$ cat src/rtl/mp_core_arbiter.sv
// Four-core round-robin arbiter feeding a single registered output slot.
// Define ARB_BURST_LOCK_EN to keep the pointer on a core for up to 4 back-to-back grants.
module mp_core_arbiter #(
  parameter int ADDR_WIDTH = 11,
  parameter int DATA_WIDTH = 8
) (
  input  logic                      clk,
  input  logic                      reset,
  input  logic [3:0]                req,
  input  logic [15:0]               opcode_in,
  input  logic [4*DATA_WIDTH-1:0]   a_in,
  input  logic [4*DATA_WIDTH-1:0]   b_in,
  input  logic [4*ADDR_WIDTH-1:0]   addr_in,
  input  logic [3:0]                we_in,
  input  logic [3:0]                read_en_in,
  output logic [3:0]                gnt,
  output logic                      out_valid,
  input  logic                      out_ready,
  output logic [1:0]                core_id,
  output logic [3:0]                opcode,
  output logic [DATA_WIDTH-1:0]     A,
  output logic [DATA_WIDTH-1:0]     B,
  output logic [ADDR_WIDTH-1:0]     addr,
  output logic                      we,
  output logic                      read_en,
  output logic [31:0]               burst_id
);

  logic                  r_valid;
  logic [1:0]            r_core;
  logic [3:0]            r_op;
  logic [DATA_WIDTH-1:0] r_a;
  logic [DATA_WIDTH-1:0] r_b;
  logic [ADDR_WIDTH-1:0] r_addr;
  logic                  r_we;
  logic                  r_rd;
  logic [31:0]           r_bid;
  logic [31:0]           r_txn_cnt;
  logic [1:0]            r_ptr;

  logic                  w_free;
  logic                  w_hit;
  logic [1:0]            w_win;
  logic                  w_grant;
  logic [1:0]            w_ptr_nxt;

`ifdef ARB_BURST_LOCK_EN
  logic [1:0]            r_beat;
  logic [1:0]            w_beat_nxt;
  logic [1:0]            w_run;
`endif

  assign w_free  = ~r_valid | out_ready;
  assign w_grant = w_hit & w_free & ~reset;
  assign gnt     = w_grant ? (4'b0001 << w_win) : 4'b0000;

  // Scan downward so the lowest offset from the pointer wins.
  always_comb begin
    logic [1:0] idx;
    idx   = '0;
    w_hit = 1'b0;
    w_win = r_ptr;
    for (int i = 3; i >= 0; i--) begin
      idx = r_ptr + 2'(i);
      if (req[idx]) begin
        w_hit = 1'b1;
        w_win = idx;
      end
    end
  end

  always_comb begin
    w_ptr_nxt = r_ptr;
`ifdef ARB_BURST_LOCK_EN
    // r_beat != 0 means r_ptr is a locked core with r_beat grants so far.
    w_beat_nxt = r_beat;
    w_run      = (w_win == r_ptr && r_beat != 2'd0) ? r_beat : 2'd0;
    if (w_grant) begin
      if (w_run == 2'd3) begin
        w_ptr_nxt  = w_win + 2'd1;
        w_beat_nxt = 2'd0;
      end else begin
        w_ptr_nxt  = w_win;
        w_beat_nxt = w_run + 2'd1;
      end
    end else if (w_free && r_beat != 2'd0 && !req[r_ptr]) begin
      w_ptr_nxt  = r_ptr + 2'd1;
      w_beat_nxt = 2'd0;
    end
`else
    if (w_grant) w_ptr_nxt = w_win + 2'd1;
`endif
  end

  always_ff @(posedge clk) begin
    if (reset) begin
      r_valid   <= 1'b0;
      r_core    <= '0;
      r_op      <= '0;
      r_a       <= '0;
      r_b       <= '0;
      r_addr    <= '0;
      r_we      <= 1'b0;
      r_rd      <= 1'b0;
      r_bid     <= '0;
      r_txn_cnt <= '0;
      r_ptr     <= '0;
`ifdef ARB_BURST_LOCK_EN
      r_beat    <= '0;
`endif
    end else begin
      r_ptr <= w_ptr_nxt;
`ifdef ARB_BURST_LOCK_EN
      r_beat <= w_beat_nxt;
`endif
      if (w_grant) begin
        r_valid   <= 1'b1;
        r_core    <= w_win;
        r_op      <= opcode_in[w_win*4 +: 4];
        r_a       <= a_in[w_win*DATA_WIDTH +: DATA_WIDTH];
        r_b       <= b_in[w_win*DATA_WIDTH +: DATA_WIDTH];
        r_addr    <= addr_in[w_win*ADDR_WIDTH +: ADDR_WIDTH];
        r_we      <= we_in[w_win];
        r_rd      <= read_en_in[w_win];
        r_bid     <= r_txn_cnt;
        r_txn_cnt <= r_txn_cnt + 32'd1;
      end else if (w_free) begin
        r_valid <= 1'b0;
      end
    end
  end

  assign out_valid = r_valid;
  assign core_id   = r_core;
  assign opcode    = r_op;
  assign A         = r_a;
  assign B         = r_b;
  assign addr      = r_addr;
  assign we        = r_we;
  assign read_en   = r_rd;
  assign burst_id  = r_bid;

endmodule

$ cat config.mk
export PLATFORM = sky130hd
export DESIGN_NAME = mp_core_arbiter
export DESIGN_NICKNAME = d
export VERILOG_FILES = /design/src/rtl/mp_core_arbiter.sv
export SDC_FILE = /design/constraint.sdc
export NUM_CORES = 1
export LEC_CHECK = 0
export ABC_AREA = 1
export CELL_PAD_IN_SITES_DETAIL_PLACEMENT = 1
export CELL_PAD_IN_SITES_GLOBAL_PLACEMENT = 2
export CORE_ASPECT_RATIO = 1.1
export CORE_MARGIN = 4
export CORE_UTILIZATION = 22
export DETAILED_ROUTE_END_ITERATION = 12
export MAX_ROUTING_LAYER = met4
export PLACE_DENSITY = 0.75
export SYNTH_ARGS = -nofsm -noshare
export SYNTH_HDL_FRONTEND = slang
export SYNTH_SLANG_ARGS = --single-unit
$ cat constraint.sdc
create_clock -name clk -period 2.4 [get_ports clk]
set_input_delay 0.48 -clock clk [delete_from_list [all_inputs] [get_ports clk]]
set_output_delay 0.48 -clock clk [all_outputs]
set_load 0.03 [all_outputs]
======== Word-level counts from Yosys, hierarchy flattened ========
Index checks and enable logic that the tools add are counted.
word-level totals
  input port bits ......................... 139
  logic and storage cells ................. 56
  bits in registers ....................... 102
  output and inout bits ................... 72
operators by class
  multiply operators ...................... 1
  reduce and logical (&&, ||, !) cells .... 1
  bitwise logic cells ..................... 5
  shift-type cells ........................ 5
  muxes and demuxes ....................... 23
  $lt $le $gt $ge ......................... 5
  add/subtract/negate cells ............... 5
operators by type and width
  cell                                                         number
  indexed part select 32 x 6 -> 8 bit                          2
  indexed part select 44 x 7 -> 11 bit                         1
  adder 32 x 1 -> 32 bit (second input constant)               1
  indexed part select 16 x 5 -> 4 bit                          1
  less-than comparator 2 x 3 -> 1 bit (second input constant)  5
  binary-select mux 1 bit (select 2 bit)                       6
  2-to-1 mux 1 bit                                             12
  2-to-1 mux 2 bit                                             4
  multiplier 2 x 4 -> 6 bit (second input constant)            1
  adder 2 x 1 -> 2 bit (second input constant)                 2
  adder 2 bit (second input constant)                          2
  2-to-1 mux 4 bit                                             1
  left shift 1 x 2 -> 4 bit (first input constant)             1
  AND 1 bit                                                    2
  NOT 1 bit                                                    2
  nonzero test 2 bit                                           1
  bitwise OR 1 bit                                             1

======== Logic depth before layout (Yosys ltp) ========
Gate-level depths: netlist of the first run.
  depth in word-level cells ............... 10
  depth in mapped cells ................... 15
  mapped depth without buffers ............ 13

======== Worst setup path before layout of the first run ========
OpenSTA, ideal clock, no wires.
  path type ............................... input to output
  start ................................... input req[3]
  end ..................................... output gnt[3]
  arrival ................................. 1939 ps
  path slack .............................. -19 ps
  stages .................................. 12
  path buffers ............................ 2
  cells stage by stage .................... inv_1 > o21ai_0 > nand2_1 > nand2_1 > nor2_1 > nand2_1 > nand2_2 > inv_2 > buf_4 > buf_2 > nand2_1 > nor2_1
on the way
  cells in the longest elaborated chain, start to end .. 9
  elaborated cells between the ends (all ways) .. 20
  classes of those cells .................. shift (1); mux (17); bitwise (2)
RTL lines
  element                                 line  text
  from (decl)                             9     input logic [3:0] req,
  binary-select mux 1 bit (select 2 bit)  65    if (req[idx]) begin
  2-to-1 mux 1 bit (implied by the code)  65
  2-to-1 mux 1 bit (4 in a row)           65
  AND 1 bit (2 in a row)                  54    assign w_grant = w_hit & w_free & ~reset;
  2-to-1 mux 4 bit (*)                    55    assign gnt = w_grant ? (4'b0001 << w_win) : 4'b0000;
  to (decl)                               16    output logic [3:0] gnt,
Mark *: on every way between the ends. The rest lies on a longest branch, timed or not. The select of a mux whose other input is x is not followed.

======== Final worst setup path of the first run ========
  start ................................... register r_ptr[0]
  end ..................................... output gnt[0]
on the way
  cells in the longest elaborated chain, start to end .. 10
  elaborated cells between the ends (all ways) .. 23
  classes of those cells .................. add/sub (3); shift (1); mux (17); bitwise (2)
RTL lines
  element                                 line  text
  from (decl)                             39    logic [1:0] r_ptr;
  from (signal assigned)                  112   r_ptr <= w_ptr_nxt;
  adder 2 bit                             64    idx = r_ptr + 2'(i);
  binary-select mux 1 bit (select 2 bit)  65
  2-to-1 mux 1 bit (implied by the code)  65
  2-to-1 mux 1 bit (4 in a row)           65
  AND 1 bit (2 in a row)                  54
  2-to-1 mux 4 bit (*)                    55
Marked as above.

==> results.md, run 1 <==
- Critical path type: flop to primary output
- Placed cells: 1376
- Row count: 60
- Worst Hold Path EP: burst_id[19]$_SDFFE_PP0P_
- # DRC: 0
- Switching pwr: approximately 0.0048 W
- Post-synthesis sequential area ratio: between 30% and 40%
- CTS tree: yes
- Reg-to-reg slack, setup: ~0.2 ns
- Hold Crit Start: burst_id[19]$_SDFFE_PP0P_
- Synth unique cells: 29
- Pleak: around 3.6 nW
- Max rail drop VDD: 0.000519 V
- Pint: about 0.0054 W
- Fmax: ~0.4 GHz
- Synthesized flop and latch total: roughly 100
- Num CTS Buffers: 9
- Core footprint: ~25000 um2
- Worst Path Max Fanout: 8
- Drt pass-1 iters: 4
- Setup Skew: around 0.0053 ns
- Die X: 160 um
- Slew Limit Headroom: around two thirds
- Routability congestion estimate: 0.797
- Total Wirelength: around 25000 um
- Clk buf depth: 2
- Clk_lat worst skew: 0.36 ns
- Worst Tran Pin Value: just under 0.5 ns
- Die Ht: 175 um
- RSZ-0062 raised after global routing: yes
- Antenna fix cells: 0
- Area growth, synth to finish: 57.2%
- Drt wl/cell: ~18 um
- DR vias: 6577
- Worst Hold Path Cells: 2
- Final worst slack: -0.0509 ns
- MaxCap Viol Count: 0
- Number of global-route vias before repair: ~6700
- Pins Over Slew Limit: 0
- Layout fillers: 3089
- Fin. Hold Viols: 0
- Root Buffer: clkbuf_16
- Pin count of the biggest net entering global routing: 44
- Final setup violation count: 4
- Switching share of power: about 47%
- Worst r2r src: r_ptr[0]$_SDFFE_PP0P_
- DP HPWL: approximately 19000 um
- Min-delay worst type: flop to flop
- Synth Net Count: around 1000
- Sequential power share: approximately a fifth
- Crit path DAT: between 1.5 and 2 ns
- Startpoint Class: flop
- Total GRT Usage: approximately 18%
- Status: complete, but fails checks
- H-tree depth: 3
- Min cycle time layout: about 2.5 ns
- Global-route wire length before repair: 38700 um
- Pwr Density: around 1200 nW/um2
- Buffers on Ports: 210
- R2R cell count: 15
- Clk pwr share: 15.9%
- Die area: 27900 um2
- Clock slew seen by the registers of the worst setup and hold paths: approximately 0.07 ns
- Starting Density: between 20% and 30%
- Nets: 1228
- Yosys warnings: 0
- Antenna violations before repair: 0
- RR Endpoint: r_txn_cnt[30]$_SDFFE_PP0P_
- Synthesized area per cell: around 6.4 um2
- Fin Setup TNS: -0.0910 ns
- Critical path required time: between 1.5 and 2 ns
- Gr ovfl total: 0
- Finished Layout Cells: ~1400
- 1st-iter DRT viols: 390
- Combinational share of power: between 60% and 70%
- Fin crit share: 102%
- Failing checks: negative setup slack
- Routed vias/inst: between 4 and 5
- Share of cells above drive strength 1: approximately 11%
- Post-DRT Antenna Nets: 0
- Synth Instances: between 800 and 900
- Crit end category: primary output
- CTS sink cnt: 102
- Io pins: about 210
- Synth Cell Area: ~5600 um2
-- kinds of logic (layout without fill, tap and decap cells) --
kind of cell / count (synthesis) / after routing / synth area share [%]
adders and majority gates: 1 / 1 / 0.225
and+or+nand+nor: 584 / 584 / 46.0
buffers and inverters: 102 / 324 / 8.14
AOI/OAI and AO/OA: 61 / 61 / 5.65
xor gates and xnor gates: 21 / 21 / 3.31
DFF: 102 / 102 / 36.7
-- placed cells by master, fill, tap and decap left out, types with 2 or more instances in the layout --
cell               n
nand2_4            7
inv_1             35
o21ai_1            2
bufinv_16          2
nand4_1            7
dfxtp_1          100
nand2_2            9
nor2_1            25
clkinvlp_4         4
o21ai_0           23
clkbuf_16          9
clkdlybuf4s50_1  202
xnor2_1            7
nand2_1          291
buf_6              6
nand3_2            9
dlygate4sd2_1      4
xor2_1            14
nor3_1            17
dfxtp_2            2
nor4_1             4
nor3b_1            2
inv_2              8
a21oi_1           31
nand3_1          207
buf_4             43
buf_12             7
nor2_4             2
-- worst max-delay path, stage by stage, from the launching register on --
cell,delay [ns]
dfxtp_2,0.33
buf_8,0.13
buf_6,0.13
nand2_4,0.06
o21ai_4,0.06
nand2_1,0.08
nand2_2,0.10
a21oi_2,0.12
o21ai_1,0.09
nand2_2,0.12
inv_2,0.07
buf_12,0.12
nor2_4,0.07
buf_6,0.14
-- stage by stage --
step / power, W / util (%) / hold WS, ns / instance area [um2] / setup WS, ns
global route: 0.0110 / 35.4 / 0.492 / 8740 / -0.127
global placement: 0.00825 / 33.1 / 0.452 / 8170 / -0.288
finish: 0.0102 / 35.4 / 0.467 / 8740 / -0.0509
detailed placement: 0.00831 / 33.1 / 0.462 / 8170 / -0.344
CTS: 0.0103 / 35.2 / 0.473 / 8690 / -0.0275
floorplan: 0.00577 / - / 0.444 / 5570 / 0.106
-- power groups by stage --
stage          registers, W  logic (W)  clock network, W
2_1_floorplan       0.00262    0.00315                 0
3_3_place_gp        0.00216    0.00609                 0
3_5_place_dp        0.00218    0.00613                 0
4_1_cts             0.00214    0.00649           0.00170
5_1_grt             0.00217    0.00708           0.00176
6_report            0.00214    0.00644           0.00163
-- timing repair --
| action | CTS | global route |
|---|---|---|
| hold buffers | 0 | 0 |
| resized for setup | 43 | 13 |
| cloned | 0 | 0 |
| setup buffers | 10 | 1 |
| setup endpoints to repair | 4 | 21 |
| pin swaps | 13 | 3 |
-- Yosys cell counts, drive strengths merged --
| cell type | number | area, um2 |
|---|---|---|
| clkbuf | 21 | 78.8 |
| nand2b | 1 | 6.26 |
| nor3 | 18 | 95.1 |
| o21ai | 27 | 139 |
| a21oi | 32 | 160 |
| nand2 | 307 | 1160 |
| buf | 36 | 205 |
| nor3b | 2 | 15.0 |
| nor2 | 28 | 105 |
| ha | 1 | 12.5 |
| nand3 | 217 | 1100 |
| xor2 | 14 | 123 |
| dfxtp | 102 | 2040 |
| o31ai | 1 | 7.51 |
| nor4 | 4 | 25.0 |
| nand4 | 7 | 43.8 |
| inv | 45 | 169 |
| xnor2 | 7 | 61.3 |
| o21a | 1 | 7.51 |
-- worst max path at each step --
stage                           from               endpoint  slack, ns  cells after the start
6_report       r_ptr[0]$_SDFFE_PP0P_                 gnt[0]      -0.05                     13
5_1_grt        r_ptr[0]$_SDFFE_PP0P_                 gnt[2]      -0.13                     12
4_1_cts        r_ptr[0]$_SDFFE_PP0P_                 gnt[0]      -0.03                     13
3_5_place_dp                  req[3]  addr[10]$_SDFFE_PP0P_      -0.34                     14
3_3_place_gp                  req[3]                 gnt[3]      -0.29                     12
2_1_floorplan                 req[3]                 gnt[3]       0.11                     12
-- area by class of cell --
type	instances	area (um2)	area share, %
Clock buffer	9	225	2.58
Sequential cell	102	2040	23.4
Tap cell	310	388	4.44
Clock inverter	7	98.8	1.13
Inverter	45	181	2.07
Timing Repair Buffer	263	2600	29.8
Multi-Input combinational cell	667	3200	36.6
-- state kept, by name (all words and copies together) (netlist names) --
register	cells
A	8
out_valid	1
opcode	4
r_txn_cnt	32
r_ptr	2
addr	11
core_id	2
read_en	1
B	8
we	1
burst_id	32
-- per-layer routing --
| layer | vias to the layer above | GRT usage (%) | share of wire, % |
|---|---|---|---|
| met3 | 21 | 4.01 | 5.8 |
| met2 | 173 | 30.5 | 48 |
| met5 | - | - | 0 |
| li1 | 3295 | - | - |
| met4 | 0 | 4.23 | 1.4 |
| met1 | 3088 | 21.4 | 44 |
(Power assumes the default switching activity.)
==> run 2: changes to the inputs <==
- CAP_MARGIN: default -> 5
- CELL_PAD_IN_SITES_GLOBAL_PLACEMENT: 2 -> 1
- CORE_UTILIZATION: 22 -> 43
- DONT_BUFFER_PORTS: default -> 1
- PLACE_DENSITY: 0.75 -> 0.76
==> results.md, run 2 (synthesis gave the netlist of run 1 again) <==
- Crit path DAT: 1.98 ns
- Pwr Total: about 0.0084 W
- Pins Over Slew Limit: 0
- Num CTS Buffers: 9
- Fmax: between 0.4 and 0.5 GHz
- Global-route wire length before repair: between 20000 and 30000 um
- Total GRT Usage: ~26%
- Row count: 43
- Nets: approximately 1000
- Fin Setup TNS: -0.165 ns
- # DRC: 0
- Commonest non-fill, non-tap cell in the layout: nand2_1
- Share of cells above drive strength 1: approximately a tenth
- Final setup violation count: 4
- Routability congestion estimate: 0.943
- Critical path required time: between 1.5 and 2 ns
- Slew Limit Headroom: between 50% and 60%
- Min-delay worst type: primary input to flop
- Drt pass-1 iters: 4
- Finished Layout Cells: about 1000
- Routed vias/inst: roughly 5.8
- Setup WS pre-CTS: -0.0751 ns
- Die X: 116 um
- Setup Skew: approximately 0.0095 ns
- Hold-fix buffers, CTS: 0
- Crit end category: primary output
- Startpoint Class: flop
- Clk_lat worst skew: 0.34 ns
- Max rail drop VDD: a little under 0.0009 V
- Area growth, synth to finish: 10.9%
- Die area: about 15000 um2
- H-tree depth: 3
- Total Wirelength: between 15000 and 20000 um
- Pin count of the biggest net entering global routing: between 100 and 150
- Most frequent cells in the layout: 291 x nand2_1, 212 x nand3_1, 100 x dfxtp_1
- Cell repeated most along the worst path: nand2_4
- Critical path's largest stage delay: approximately 0.40 ns
- Pleak: between 2 and 3 nW
- DP HPWL: between 10000 and 15000 um
- Starting Density: between 40 and 50%
- Fin crit share: 102%
- Failing checks: negative setup slack
- CP Cell Sequence: buf_6 > nand2_2 > nand3_1 > nand2_1 > inv_1 > nand2_4 > nand2_4 > nand3_4 > nand2_4 > buf_4 > nand3_4 > inv_6
- Buffers on Ports: 0
- Slowest-stage cell, CP: dfxtp_4
- CTS sink cnt: about 100
- R2R cell count: 14
- Clk buf depth: 2
- Final instance area: ~6200 um2
- Clock slew seen by the registers of the worst setup and hold paths: roughly 0.07 ns
- Gr ovfl total: 0
- Placed cells: 993
- DR vias: between 5000 and 6000
- Final worst slack: -0.0597 ns
- Antenna violations before repair: 0
- Number of global-route vias before repair: around 6100
- Status: complete, but fails checks
- Pwr Density: between 1000 and 1500 nW/um2
- Antenna fix cells: 0
- Min cycle time layout: between 2 and 2.5 ns
- Worst Path Max Fanout: 7
- Critical path type: flop to primary output
- Fin. Hold Viols: 0
- 1st-iter DRT viols: approximately 250
- Worst Tran Pin Value: about 0.64 ns
- Core footprint: roughly 13000 um2
- Post-DRT Antenna Nets: 0
- Io pins: ~210
- Root Buffer: clkbuf_16
- Die Ht: 127 um
- MaxCap Viol Count: 0
- Drt wl/cell: 19.1 um
- RSZ-0062 raised after global routing: yes
- Worst Hold Path Cells: 1
- Area post-placement: ~5700 um2
- CTS tree: yes
-- run 2: layer usage --
layer / global-route usage [%] / up-vias / wire, um
met1: 26.8 / 2808 / 7230
met4: 11.0 / 0 / 750
li1: - / 2822 / -
met2: 46.5 / 190 / 10000
met3: 5.12 / 51 / 1420
met5: - / - / 0
-- run 2: worst paths after layout --
path	from	endpoint	slack, ns
hold reg to reg	r_txn_cnt[31]$_SDFFE_PP0P_	r_txn_cnt[31]$_SDFFE_PP0P_	0.47
setup reg to reg	r_ptr[0]$_SDFFE_PP0P_	A[6]$_SDFFE_PP0P_	0.05
setup / recovery	r_ptr[0]$_SDFFE_PP0P_	gnt[2]	-0.06
hold / removal	reset	r_txn_cnt[22]$_SDFFE_PP0P_	0.20
-- run 2: final cells by class --
type | instances | area (um2)
fillers | 1691 | 6480
clock buffers | 9 | 225
inverters | 45 | 184
multi-input cells | 667 | 3190
repair buffers | 30 | 269
flip-flops and latches | 102 | 2050
clock inverters | 6 | 48.8
well taps | 157 | 196
-- run 2: worst max-delay path, delay by kind of cell, from the launching register on --
kind / cells / cell delay [ns]
buffers and inverters: 4 / 0.51
AND/OR/NAND/NOR: 8 / 0.71
flip-flops: 1 / 0.40
-- run 2: per-stage QoR --
stage | utilization [%] | hold slack, ns
2_1_floorplan | - | 0.444
3_3_place_gp | 44.9 | 0.451
6_report | 48.8 | 0.201
3_5_place_dp | 44.9 | 0.462
5_1_grt | 48.8 | 0.192
4_1_cts | 47.2 | 0.189
-- run 2: where the power goes --
part | internal, W | switching [W] | total (W) | leakage, nW
combinational | 0.00139 | 0.00298 | 0.00438 | 1.63
clock | 0.000705 | 0.000654 | 0.00136 | 0.124
sequential | 0.00199 | 0.000699 | 0.00269 | 0.833
-- run 2: what timing repair did --
| item | 4_1_cts | 5_1_grt |
|---|---|---|
| setup endpoints to repair | 46 | 7 |
| pin swaps | 0 | 16 |
| gates resized for setup | 12 | 39 |
| cloned | 0 | 0 |
| buffers inserted | 0 | 8 |
